===== src/rtl/mem_port_arbiter_pkg.sv =====
// Shared types and defaults for the fetch/data memory port arbiter.
package mem_port_arbiter_pkg;

  typedef enum logic [1:0] {
    ST_IDLE  = 2'd0,
    ST_FETCH = 2'd1,
    ST_DATA  = 2'd2,
    ST_WREC  = 2'd3
  } arb_state_e;

  typedef enum logic {
    OWN_I = 1'b0,
    OWN_D = 1'b1
  } owner_e;

  typedef struct packed {
    logic   valid;
    owner_e owner;
  } rd_tag_t;

  localparam int unsigned STARVE_MAX_DEF = 32'd3;
  localparam int unsigned MEM_LAT_DEF    = 32'd1;

  function automatic logic [2:0] sat_inc3(input logic [2:0] v);
    return (v == 3'd7) ? v : v + 3'd1;
  endfunction

endpackage


===== src/rtl/mem_port_arbiter_rd_owner_pipe.sv =====
// MEM_LAT-deep shift register of {valid, owner} tags that steers returning
// read data to the port which issued the read.
module mem_port_arbiter_rd_owner_pipe
  import mem_port_arbiter_pkg::*;
#(
  parameter int unsigned MEM_LAT = MEM_LAT_DEF
) (
  input  logic   clk,
  input  logic   rst_n,
  input  logic   push_valid,
  input  owner_e push_owner,
  output logic   pop_i,
  output logic   pop_d
);

  rd_tag_t stage_r [MEM_LAT];

  // Shift tags one stage per cycle; reset drops anything in flight.
  always_ff @(posedge clk or negedge rst_n) begin
    if (!rst_n) begin
      for (int i = 0; i < int'(MEM_LAT); i++) begin
        stage_r[i].valid <= 1'b0;
        stage_r[i].owner <= OWN_I;
      end
    end else begin
      stage_r[0].valid <= push_valid;
      stage_r[0].owner <= push_owner;
      for (int i = 1; i < int'(MEM_LAT); i++) begin
        stage_r[i] <= stage_r[i-1];
      end
    end
  end

  assign pop_i = stage_r[MEM_LAT-1].valid & (stage_r[MEM_LAT-1].owner == OWN_I);
  assign pop_d = stage_r[MEM_LAT-1].valid & (stage_r[MEM_LAT-1].owner == OWN_D);

endmodule


===== src/rtl/mem_port_arbiter.sv =====
// Single-port memory arbiter between instruction fetch and data ports.
// Optional feature macro: MEM_ARB_STARVE_GUARD_EN (fetch starvation guard).
module mem_port_arbiter
  import mem_port_arbiter_pkg::*;
#(
  parameter int unsigned AW         = 32'd30,
  parameter int unsigned DW         = 32'd32,
  parameter int unsigned MEM_LAT    = MEM_LAT_DEF,
  parameter int unsigned STARVE_MAX = STARVE_MAX_DEF
) (
  input  logic          clk,
  input  logic          rst_n,
  input  logic          i_req,
  input  logic [AW-1:0] i_addr,
  output logic          i_gnt,
  output logic          i_stall,
  output logic          i_rvalid,
  output logic [DW-1:0] i_rdata,
  input  logic          d_req,
  input  logic          d_rw,
  input  logic [AW-1:0] d_addr,
  input  logic [DW-1:0] d_wdata,
  output logic          d_gnt,
  output logic          d_stall,
  output logic          d_rvalid,
  output logic [DW-1:0] d_rdata,
  output logic          m_req,
  output logic          m_rw,
  output logic [AW-1:0] m_addr,
  output logic [DW-1:0] m_wdata,
  input  logic [DW-1:0] m_rdata
);

  localparam logic [2:0] STARVE_LIM = STARVE_MAX[2:0];

  arb_state_e state_r;
  logic       i_gnt_s;
  logic       d_gnt_s;
  logic       starving_s;
  logic [2:0] starve_cnt_s;
  logic       push_valid_s;
  owner_e     push_owner_s;

`ifdef MEM_ARB_STARVE_GUARD_EN
  localparam logic GUARD_EN = 1'b1;
  logic [2:0] starve_cnt_r;

  // Count consecutive cycles the fetch port asks and is refused.
  always_ff @(posedge clk or negedge rst_n) begin
    if (!rst_n) begin
      starve_cnt_r <= 3'd0;
    end else if (i_req && !i_gnt_s) begin
      starve_cnt_r <= sat_inc3(starve_cnt_r);
    end else begin
      starve_cnt_r <= 3'd0;
    end
  end

  assign starve_cnt_s = starve_cnt_r;
`else
  localparam logic GUARD_EN = 1'b0;
  assign starve_cnt_s = 3'd0;
`endif

  // Fetch only overrides data when it is actually asking this cycle.
  assign starving_s = GUARD_EN & (starve_cnt_s >= STARVE_LIM) & i_req;

  // Pick this cycle's winner; the write-recovery bubble blocks everyone.
  always_comb begin
    i_gnt_s = 1'b0;
    d_gnt_s = 1'b0;
    if (rst_n) begin
      case (state_r)
        ST_IDLE, ST_FETCH, ST_DATA: begin
          if (d_req && !starving_s) begin
            d_gnt_s = 1'b1;
          end else if (i_req) begin
            i_gnt_s = 1'b1;
          end else begin
            i_gnt_s = 1'b0;
            d_gnt_s = 1'b0;
          end
        end
        ST_WREC: begin
          i_gnt_s = 1'b0;
          d_gnt_s = 1'b0;
        end
        default: begin
          i_gnt_s = 1'b0;
          d_gnt_s = 1'b0;
        end
      endcase
    end else begin
      i_gnt_s = 1'b0;
      d_gnt_s = 1'b0;
    end
  end

  // State records who owned the memory in the previous cycle.
  always_ff @(posedge clk or negedge rst_n) begin
    if (!rst_n) begin
      state_r <= ST_IDLE;
    end else if (d_gnt_s) begin
      state_r <= d_rw ? ST_WREC : ST_DATA;
    end else if (i_gnt_s) begin
      state_r <= ST_FETCH;
    end else begin
      state_r <= ST_IDLE;
    end
  end

  // Route the winner onto the memory pins; idle pins stay at zero.
  always_comb begin
    m_req   = 1'b0;
    m_rw    = 1'b0;
    m_addr  = {AW{1'b0}};
    m_wdata = {DW{1'b0}};
    if (d_gnt_s) begin
      m_req   = 1'b1;
      m_rw    = d_rw;
      m_addr  = d_addr;
      m_wdata = d_rw ? d_wdata : {DW{1'b0}};
    end else if (i_gnt_s) begin
      m_req   = 1'b1;
      m_addr  = i_addr;
    end else begin
      m_req   = 1'b0;
    end
  end

  assign i_gnt   = i_gnt_s;
  assign d_gnt   = d_gnt_s;
  assign i_stall = rst_n & i_req & ~i_gnt_s;
  assign d_stall = rst_n & d_req & ~d_gnt_s;

  assign push_valid_s = i_gnt_s | (d_gnt_s & ~d_rw);
  assign push_owner_s = d_gnt_s ? OWN_D : OWN_I;

  mem_port_arbiter_rd_owner_pipe #(
    .MEM_LAT (MEM_LAT)
  ) u_rd_owner_pipe (
    .clk        (clk),
    .rst_n      (rst_n),
    .push_valid (push_valid_s),
    .push_owner (push_owner_s),
    .pop_i      (i_rvalid),
    .pop_d      (d_rvalid)
  );

  assign i_rdata = m_rdata;
  assign d_rdata = m_rdata;

endmodule


===== config.mk =====
export PLATFORM = sky130hd
export DESIGN_NAME = mem_port_arbiter
export DESIGN_NICKNAME = d
export VERILOG_FILES = /design/src/rtl/mem_port_arbiter_pkg.sv /design/src/rtl/mem_port_arbiter_rd_owner_pipe.sv /design/src/rtl/mem_port_arbiter.sv
export SDC_FILE = /design/constraint.sdc
export NUM_CORES = 1
export LEC_CHECK = 0
export ABC_AREA = 1
export BUFFER_PORTS_ARGS = -buffer_cell sky130_fd_sc_hd__buf_2
export CORE_AREA = 2 2 101 103
export CTS_CLUSTER_SIZE = 30
export DETAILED_ROUTE_END_ITERATION = 6
export DIE_AREA = 0 0 103 105
export SYNTH_ARGS = -nofsm -noshare
export SYNTH_HDL_FRONTEND = slang
export SYNTH_SLANG_ARGS = --single-unit

===== constraint.sdc =====
create_clock -name clk -period 1.2 [get_ports clk]
set_clock_uncertainty 0.2 [all_clocks]
set_input_delay 0.18 -clock clk [delete_from_list [all_inputs] [get_ports clk]]
set_output_delay 0.18 -clock clk [all_outputs]
set_load 0.005 [all_outputs]

==> metrics.md, run 1 <==
| Metric | Value |
|---|---|
| Die height | `105 µm` |
| Synth-to-Final Area Change | `53.46%` |
| Crit start category | `flop` |
| FILL cells | `about 1100` |
| Worst-Margin Slew | `between 150 and 200 ps` |
| HPWL Detailed | `4176 µm` |
| PwrDens | `453.4 nW/µm²` |
| IO Count | `~260` |
| Status | `finished, violations left` |
| Vias | `1959` |
| RSZ-0062 raised after global routing | `yes` |
| Critical path fanouts, max | `7` |
| Core Footprint | `around 9600 µm²` |
| Register area share after synthesis | `0.05249` |
| Core Rows | `36` |
| Cts bufs inserted | `3` |
| GR Overflow Total | `0` |
| Vias in the first global route | `about 1600` |
| Post-route DRC | `0` |
| Drt wl/cell | `10.65 µm` |
| Crit path capture type | `primary output` |
| Die W | `103 µm` |
| Reg2reg end | `u_rd_owner_pipe.stage_r[1]` |
| Peak VDD IR | `0.3871 mV` |
| Synth Register Bits | `3` |
| Critical Path AT | `about 1300 ps` |
| Post-Syn Area | `between 1000 and 1500 µm²` |
| Most frequent cells in the layout | `buf_2 (166), nand2_1 (96), nor2_1 (30), nand4_1 (30), inv_1 (7)` |
| Dpl ws | `-273.6 ps` |
| Register clock-pin slew on the reported worst setup and hold paths | `roughly 30 ps` |
| Final Cell Area | `2195 µm²` |
| Synth unique cells | `16` |
| Final Cycle Share | `1.391` |
| Yosys warning count | `0` |
| Antenna-violating nets left | `0` |
| Final wirelength | `~5300 µm` |
| Gate Count Post-Synth | `about 260` |
| Dpl cell area | `2003 µm²` |
| Max transition margin | `0.8847` |
| Starting Density | `0.1484` |
| Worst reg2reg path depth | `5` |
| Root Buffer | `clkbuf_8` |
| Maximum operating frequency | `roughly 0.6 GHz` |
| Setup CP Type | `reg -> out` |
| Hold Crit Class | `in -> out` |
| Die area | `between 10000 and 15000 µm²` |
| Crit. Startpoint | `state_r[1]` |
| Crit path to | `m_wdata[2]` |
| Leak pwr | `roughly 1.4 nW` |
| # H-tree levels | `1` |
| Most common cell after layout, fill and taps aside | `buf_2` |
| Fin. max-slew vios | `0` |
| First-pass GRT wire length | `roughly 7300 µm` |
| TritonCTS Sinks | `3` |
| Final WS setup | `-468.7 ps` |
| Max cap viols | `0` |
| Total GRT Usage | `0.08204` |
| Register area | `75.07 µm²` |
| Nets | `497` |
| Avg Synthesized Cell Area | `5.458 µm²` |
| Net count after synthesis | `391` |
| Total iterations of the first detailed-routing run | `4` |
| Violated checks | `negative setup slack` |
| Via density | `roughly 3.9` |
| FF-to-FF setup slack | `-50 ps` |
| ANT cells | `0` |
| Multi-input logic area | `a little under 800 µm²` |
| Antenna violations before repair | `0` |
| Number of port buffers | `about 170` |
| DRT iter0 DRCs | `49` |
| CTS tree | `done` |
| Routability Congestion | `between 0.7 and 0.8` |
| Fin util | `0.2277` |
| CTS Buffer Depth | `2` |
| Worst EP required | `between 800 and 900 ps` |
| Final Hold Viols | `0` |
| Final min period | `1669 ps` |
| Clock latency on the worst-skew pair | `roughly 210 ps` |
| Largest net degree at the start of global routing | `35` |
| Reg-to-Reg Start | `state_r[1]` |
| Layout cells sized above 1 | `0.5395` |
| Final setup vio count | `just over 70` |
## state kept, by name (all words and copies together) (netlist names)
register and count:
state_r 2, u_rd_owner_pipe.stage_r 1
## routing by layer
layer  global-route usage  vias to the layer above  routed length, µm
met1              0.07915                      841               1924
met5                    0                        -                  0
li1                     -                      971                  -
met2               0.1568                      126               2723
met4              0.04135                        0                159
met3              0.01873                       21                516
## cells in the mapped netlist
| master | instances | area share |
|---|---|---|
| buf_6 | 2 | 0.016 |
| inv_1 | 7 | 0.018 |
| nand2_4 | 1 | 0.0079 |
| buf_2 | 12 | 0.042 |
| nand2_2 | 1 | 0.0044 |
| nor2_4 | 1 | 0.0079 |
| nand3_1 | 1 | 0.0035 |
| clkbuf_1 | 1 | 0.0026 |
| dfrtp_1 | 3 | 0.052 |
| buf_4 | 68 | 0.36 |
| nor2_1 | 35 | 0.092 |
| inv_2 | 1 | 0.0026 |
| nand4_1 | 30 | 0.13 |
| o21ai_0 | 2 | 0.0070 |
| a21oi_1 | 1 | 0.0035 |
| nand2_1 | 96 | 0.25 |
## critical path, cell delays in order (launching register included)
cell and delay [ps]:
dfrtp_1 390, nand2_4 90, buf_4 140, nand2_8 80, clkbuf_16 170, nor2_1 80
buf_2 120
## power by group
group | switching, mW | internal, mW
Sequential | 0.00458 | 0.109
Clock | 0.0612 | 0.226
Combinational | 0.283 | 0.312
## timing repair
action	in CTS	in global routing
setup endpoints to repair	72	72
setup buffers	1	0
gates resized for setup	10	7
hold buffers	1	0
gates cloned	0	3
hold endpoints to repair	3	0
## logic make-up after synthesis
logic type / after synthesis / synth area share
compound gates: 3 / 0.01050
flops: 3 / 0.05249
simple gates: 165 / 0.4987
buf+inv: 91 / 0.4383
## per-stage QoR
step           power [mW]  hold WS, ps  instances  TNS (ps)
2_1_floorplan      0.5094       -315.6        262     -3826
3_3_place_gp       0.6515       -86.44        491    -13710
3_5_place_dp       0.6607       -83.43        491    -14880
4_1_cts            0.9752        160.1        497    -30160
5_1_grt             1.098        160.0        500    -35350
6_report           0.9950        160.0        500    -29830
## worst min-delay path by stage
stage / from / slack [ps] / end / cells past startpoint
2_1_floorplan: rst_n / -320 / state_r[0] / 0
3_3_place_gp: rst_n / -90 / state_r[0] / 2
3_5_place_dp: rst_n / -80 / state_r[0] / 2
4_1_cts: m_rdata[13] / 160 / d_rdata[13] / 0
5_1_grt: m_rdata[10] / 160 / d_rdata[10] / 0
6_report: m_rdata[10] / 160 / d_rdata[10] / 0
## layout make-up
class | count | share of cell area
Clock buffer | 4 | 0.02052
Inverter | 8 | 0.01368
Multi-Input combinational cell | 168 | 0.3575
Sequential cell | 3 | 0.03421
Tap cell | 133 | 0.07583
Timing Repair Buffer | 184 | 0.4983
(Power assumes the default switching activity.)
==> run 2: changes to the inputs <==
CELL_PAD_IN_SITES_DETAIL_PLACEMENT = 0   (was not set)
CELL_PAD_IN_SITES_GLOBAL_PLACEMENT = 2   (was not set)
CORE_AREA = not set   (was 2 2 101 103)
CORE_ASPECT_RATIO = 1.2   (was not set)
CORE_UTILIZATION = 10   (was not set)
CTS_BUF_LIST = sky130_fd_sc_hd__clkbuf_4   (was not set)
DIE_AREA = not set   (was 0 0 103 105)
PLACE_DENSITY_LB_ADDON = 0.1   (was not set)
clock period = 1.7 ns   (was 1.2 ns; I/O delays follow)
==> metrics.md, run 2 (synthesized netlist as in run 1, its figures left out) <==
| Metric | Value |
|---|---|
| FF-to-FF setup slack | `280 ps (was -50 ps)` |
| Layout cells sized above 1 | `0.5351 (was 0.5395)` |
| FILL cells | `1660 (was 1126)` |
| Core Footprint | `13880 µm² (was 9639 µm²)` |
| Final wirelength | `6851 µm (was 5324 µm)` |
| Via density | `3.556 (was 3.918)` |
| Largest registers | `state_r (2), u_rd_owner_pipe.stage_r (1) (unchanged)` |
| Peak VDD IR | `0.1296 mV (was 0.3871 mV)` |
| RSZ-0062 raised after global routing | `yes (unchanged)` |
| Clock latency on the worst-skew pair | `230 ps (was 210 ps)` |
| Synth-to-Final Area Change | `57.13% (was 53.46%)` |
| Nets | `500 (was 497)` |
| PwrDens | `288.2 nW/µm² (was 453.4 nW/µm²)` |
| Drt wl/cell | `12.66 µm (was 10.65 µm)` |
| Antenna violations before repair | `0 (unchanged)` |
| Starting Density | `0.1030 (was 0.1484)` |
| Final setup vio count | `65 (was 72)` |
| Violated checks | `design-rule violations, negative setup slack (was negative setup slack)` |
| Antenna-violating nets left | `0 (unchanged)` |
| Status | `finished, violations left (unchanged)` |
| Vias in the first global route | `1853 (was 1626)` |
| Worst-Margin Slew | `259.9 ps (was 173.0 ps)` |
| # H-tree levels | `1 (unchanged)` |
| Hold_ws | `258.0 ps (was 160.0 ps)` |
| WHS Path Cells | `3 (was 0)` |
| ANT cells | `0 (unchanged)` |
| Leak pwr | `1.421 nW (was 1.403 nW)` |
| Min-delay src | `d_rw (was m_rdata[10])` |
| Most common cell after layout, fill and taps aside | `buf_2 (unchanged)` |
| Critical Path AT | `1350 ps (was 1290 ps)` |
| Critical path fanouts, max | `9 (was 7)` |
| Largest net degree at the start of global routing | `37 (was 35)` |
| Reg with most FFs | `state_r (unchanged)` |
| Pwr Total | `0.6477 mW (was 0.9950 mW)` |
| Crit path capture type | `primary output (unchanged)` |
| Crit. Startpoint | `state_r[1] (unchanged)` |
| Post-route DRC | `40 (was 0)` |
| Fin util | `0.1619 (was 0.2277)` |
| Number of flip-flops under the largest register name | `2 (unchanged)` |
| Root Buffer | `clkbuf_4 (was clkbuf_8)` |
| Worst reg2reg path depth | `6 (was 5)` |
| Setup CP Type | `reg -> out (unchanged)` |
| Vias | `1924 (was 1959)` |
| Fin. max-slew vios | `0 (unchanged)` |
| Register clock-pin slew on the reported worst setup and hold paths | `40 ps (was 30 ps)` |
| Final WS setup | `-100.7 ps (was -468.7 ps)` |
| HPWL Detailed | `5046 µm (was 4176 µm)` |
| Min-Delay Endpoint | `u_rd_owner_pipe.stage_r[1] (was d_rdata[10])` |
| Max cap viols | `0 (unchanged)` |
| Die height | `133 µm (was 105 µm)` |
| First-pass GRT wire length | `9522 µm (was 7286 µm)` |
| Core Rows | `47 (was 36)` |
| TritonCTS Sinks | `3 (unchanged)` |
| GR Overflow Total | `0 (unchanged)` |
| Crit start category | `flop (unchanged)` |
| CTS Buffer Depth | `2 (unchanged)` |
| Final Hold Viols | `0 (unchanged)` |
| Maximum operating frequency | `roughly 0.56 GHz` |
| Final min period | `~1800 ps` |
| Worst EP required | `1240 ps (was 820 ps)` |
| DRT iter0 DRCs | `93 (was 49)` |
| Final Cycle Share | `1.059` |
| Cts bufs inserted | `3 (unchanged)` |
| IO Count | `263 (unchanged)` |
| Reg2reg end | `u_rd_owner_pipe.stage_r[1] (unchanged)` |
| Most frequent cells in the layout | `buf_2 (166), nand2_1 (96), nor2_1 (33) (was buf_2 (166), nand2_1 (96), nor2_1 (30), nand4_1 (30), inv_1 (7))` |
| CTS tree | `done (unchanged)` |
| Number of port buffers | `166 (unchanged)` |
| Total iterations of the first detailed-routing run | `6 (was 4)` |
| Hold Crit Class | `in -> reg (was in -> out)` |
| Max transition margin | `0.8265 (was 0.8847)` |
| Die W | `111.2 µm (was 103 µm)` |
| Routability Congestion | `0.6495 (was 0.7320)` |
| Total GRT Usage | `0.08045 (was 0.08204)` |
| Reg-to-Reg Start | `state_r[1] (unchanged)` |
| Die area | `14790 µm² (was 10820 µm²)` |
run 2: layout make-up:
class,instances,area (µm²),share of cell area
flip-flops and latches,3,75.07,0.03341
clock buffers,4,30.03,0.01336
well taps,171,214.0,0.09521
repair buffers,187,1139,0.5067
inverters,8,30.03,0.01336
multi-input cells,168,759.5,0.3380
run 2: metrics by stage:
stage                     instances  TNS [ps]  instance area, µm²  worst slack (ps)
final                           541     -4057                2247            -100.7
after global routing            541    -11070                2247            -204.9
after CTS                       532     -2280                2068            -110.4
after detailed placement        526         0                2016             128.0
after global placement          526         0                2016             146.3
after floorplan                 262         0                1430             333.8
run 2: repair_timing:
item | in CTS | in global routing
gates cloned | 0 | 5
resized for setup | 1 | 9
hold buffers | 1 | 0
setup buffers | 1 | 4
endpoints found under the setup margin | 34 | 68
endpoints found under the hold margin | 3 | 0
pin swaps | 0 | 0
run 2: how the worst max path moves through the flow:
stage | end | cells after the start
2_1_floorplan | m_addr[20] | 6
3_3_place_gp | m_addr[0] | 5
3_5_place_dp | m_addr[0] | 5
4_1_cts | m_addr[0] | 5
5_1_grt | m_addr[0] | 7
6_report | m_wdata[3] | 6
run 2: critical path: stages, from the launching register on:
cell	delay, ps
dfrtp_1	400
nand2_4	90
buf_4	150
nand2_8	90
clkbuf_16	180
nor2_1	80
buf_2	120
run 2: layer usage:
metal	part of all wire	vias to the layer above	wire length [µm]	global-route usage
li1	-	983	-	-
met1	0.36	811	2487	0.08035
met2	0.52	123	3537	0.1507
met3	0.11	7	751	0.02932
met4	0.011	0	75	0.03078
met5	0	-	0	0
run 2: where the power goes:
| part | total (mW) | switching [mW] | leakage (nW) | internal, mW |
|---|---|---|---|---|
| combinational | 0.428 | 0.204 | 1.36 | 0.225 |
| sequential | 0.0798 | 0.00330 | 0.0390 | 0.0765 |
| clock | 0.139 | 0.0357 | 0.0184 | 0.104 |
| total | 0.648 | 0.242 | 1.42 | 0.405 |
==> run 3: changes to the inputs <==
ABC_AREA = 0   (was 1)
SYNTH_HIERARCHICAL = 1   (was not set)
==> metrics.md, run 3 <==
| Metric | Value |
|---|---|
| IO Count | `263 (unchanged)` |
| Most common cell after layout, fill and taps aside | `buf_2 (unchanged)` |
| Final WS setup | `-198.8 ps (was -100.7 ps)` |
| Worst-Margin Slew | `175.8 ps (was 259.9 ps)` |
| Routability Congestion | `0.6604 (was 0.6495)` |
| Final min period | `1899 ps (was 1801 ps)` |
| Root Buffer | `clkbuf_4 (unchanged)` |
| Antenna-violating nets left | `0 (unchanged)` |
| Total iterations of the first detailed-routing run | `4 (was 6)` |
| Antenna violations before repair | `0 (unchanged)` |
| Dpl ws | `-2.446 ps (was 128.0 ps)` |
| Max transition margin | `0.8824 (was 0.8265)` |
| Synth top area cells | `buf_4 (39%), a22o_1 (18%), and3_1 (16%) (was buf_4 (36%), nand2_1 (25%), nand4_1 (13%))` |
| Number of port buffers | `166 (unchanged)` |
| Clock latency on the worst-skew pair | `230 ps (about the same)` |
| Worst EP required | `1240 ps (about the same)` |
| Largest registers | `state_r (2), u_rd_owner_pipe/stage_r (2) (was state_r (2), u_rd_owner_pipe.stage_r (1))` |
| # H-tree levels | `1 (unchanged)` |
| Hold_ws | `304.8 ps (was 258.0 ps)` |
| Die W | `103.7 µm (was 111.2 µm)` |
| Net count after synthesis | `287 (was 391)` |
| Peak VDD IR | `0.07902 mV (was 0.1296 mV)` |
| Final setup vio count | `67 (was 65)` |
| Hold Crit Class | `in -> reg (unchanged)` |
| Top-count cell post-synth | `buf_4 (was nand2_1)` |
| Largest net degree at the start of global routing | `36 (was 37)` |
| Starting Density | `0.1025 (was 0.1030)` |
| Leak pwr | `1.271 nW (was 1.421 nW)` |
| Most common library cells after synthesis | `buf_4 (65), and3_1 (32), a22o_1 (25) (was nand2_1 (96), buf_4 (68), nor2_1 (35))` |
| ANT cells | `0 (unchanged)` |
| Maximum operating frequency | `0.5267 GHz (was 0.5553 GHz)` |
| Gate Count Post-Synth | `158 (was 262)` |
| Cts bufs inserted | `3 (unchanged)` |
| Post-Syn Area | `1241 µm² (was 1430 µm²)` |
| Total GRT Usage | `0.07885 (was 0.08045)` |
| Synth-to-Final Area Change | `56.55% (was 57.13%)` |
| Yosys top cell by area | `buf_4 (unchanged)` |
| Dpl cell area | `1795 µm² (was 2016 µm²)` |
| Critical path fanouts, max | `8 (was 9)` |
| Synth unique cells | `21 (was 16)` |
| Final wirelength | `5835 µm (was 6851 µm)` |
| Post-route DRC | `0 (was 40)` |
| Fin. max-slew vios | `0 (unchanged)` |
| Post-synth EDFFs | `0 (unchanged)` |
| Avg Synthesized Cell Area | `7.856 µm² (was 5.458 µm²)` |
| Crit path capture type | `primary output (unchanged)` |
| Critical Path AT | `1440 ps (was 1350 ps)` |
| TritonCTS Sinks | `4 (was 3)` |
| Final Hold Viols | `0 (unchanged)` |
| Drt wl/cell | `13.73 µm (was 12.66 µm)` |
| Core Rows | `44 (was 47)` |
| Register clock-pin slew on the reported worst setup and hold paths | `30 ps (was 40 ps)` |
| Die height | `124.0 µm (was 133 µm)` |
| Violated checks | `negative setup slack (was design-rule violations, negative setup slack)` |
| Synth Register Bits | `4 (was 3)` |
| DRT iter0 DRCs | `39 (was 93)` |
| Most frequent cells in the layout | `buf_2 (165), and3_1 (32), a22o_1 (25) (was buf_2 (166), nand2_1 (96), nor2_1 (33))` |
| Layout cells sized above 1 | `0.7348 (was 0.5351)` |
| PwrDens | `301.5 nW/µm² (was 288.2 nW/µm²)` |
| Setup_tns | `-9124 ps (was -4057 ps)` |
| Status | `finished, violations left (unchanged)` |
| Setup CP Type | `reg -> out (unchanged)` |
| RSZ-0062 raised after global routing | `yes (unchanged)` |
| Final Cell Area | `1943 µm² (was 2247 µm²)` |
| Share of the synthesized area in the top cell type | `0.3931 (was 0.3570)` |
| Top FF cell, synth | `dfrtp_1 (unchanged)` |
| Fin util | `0.1604 (was 0.1619)` |
| FILL cells | `1414 (was 1660)` |
| Crit start category | `flop (unchanged)` |
| CTS tree | `done (unchanged)` |
| Die area | `12860 µm² (was 14790 µm²)` |
| Register area share after synthesis | `0.08065 (was 0.05249)` |
| Vias | `1525 (was 1924)` |
| First-pass GRT wire length | `7686 µm (was 9522 µm)` |
| Via density | `3.588 (was 3.556)` |
| Core Footprint | `12110 µm² (was 13880 µm²)` |
| Final Cycle Share | `1.117 (was 1.059)` |
| Vias in the first global route | `1351 (was 1853)` |
| CTS Buffer Depth | `2 (unchanged)` |
| GR Overflow Total | `0 (unchanged)` |
| Nets | `395 (was 500)` |
| Ys async rst share | `1.000 (unchanged)` |
| Yosys warning count | `6 (was 0)` |
| Max cap viols | `0 (unchanged)` |
-- run 3: worst max-delay path, cell delays in order (launching register included) --
cell,delay [ps]
dfrtp_1,360
and2_4,160
nor3_4,150
buf_6,150
clkbuf_16,150
a22o_1,120
buf_2,110
-- run 3: cells by family after synthesis --
family                 after synthesis  synth area share
AO/OA/AOI/OAI                       32            0.2288
buffers and inverters               78            0.4667
flip-flops                           4           0.08065
AND/OR/NAND/NOR                     44            0.2238
-- run 3: area by class of cell --
type,count,area (µm²),share of cell area
multi-input cells,76,589.3,0.3033
well taps,161,201.4,0.1037
inverters,1,6.256,0.003220
flip-flops and latches,4,100.1,0.05151
repair buffers,180,1023,0.5267
clock buffers,3,22.52,0.01159
-- run 3: stage by stage --
step | cells | total power, mW
after floorplan | 158 | 0.3558
after global placement | 416 | 0.4580
after detailed placement | 416 | 0.4486
after CTS | 424 | 0.5882
final | 425 | 0.5858
after global routing | 425 | 0.6363
-- run 3: worst paths after layout --
path / from / endpoint / slack [ps] / cells after the start
max: state_r[0] / m_addr[10] / -200 / 6
min: rst_n / state_r[1] / 300 / 4
max reg2reg: state_r[0] / u_rd_owner_pipe/stage_r[1] / 350 / 5
min reg2reg: state_r[0] / state_r[1] / 590 / 4
max in group asynchronous: rst_n / u_rd_owner_pipe/stage_r[1] / 880 / 3
min in group asynchronous: rst_n / state_r[1] / 320 / 3
-- run 3: power breakdown --
group	total [mW]	internal, mW	switching (mW)
clock	0.112	0.0785	0.0330
sequential	0.104	0.102	0.00232
combinational	0.370	0.217	0.153
total	0.586	0.398	0.188
-- run 3: routing by layer --
metal | wire length [µm] | track usage
met5 | 0 | 0
met4 | 185 | 0.02768
met3 | 641 | 0.02930
met2 | 2957 | 0.1535
met1 | 2051 | 0.07692
-- run 3: timing repair --
action                     4_1_cts  5_1_grt
pin swaps                        0       15
buffers inserted                 3        2
setup endpoints to repair       67       67
hold buffers                     1        0
hold endpoints to repair         4        0
resized for setup                5        8
cloned                           1        1
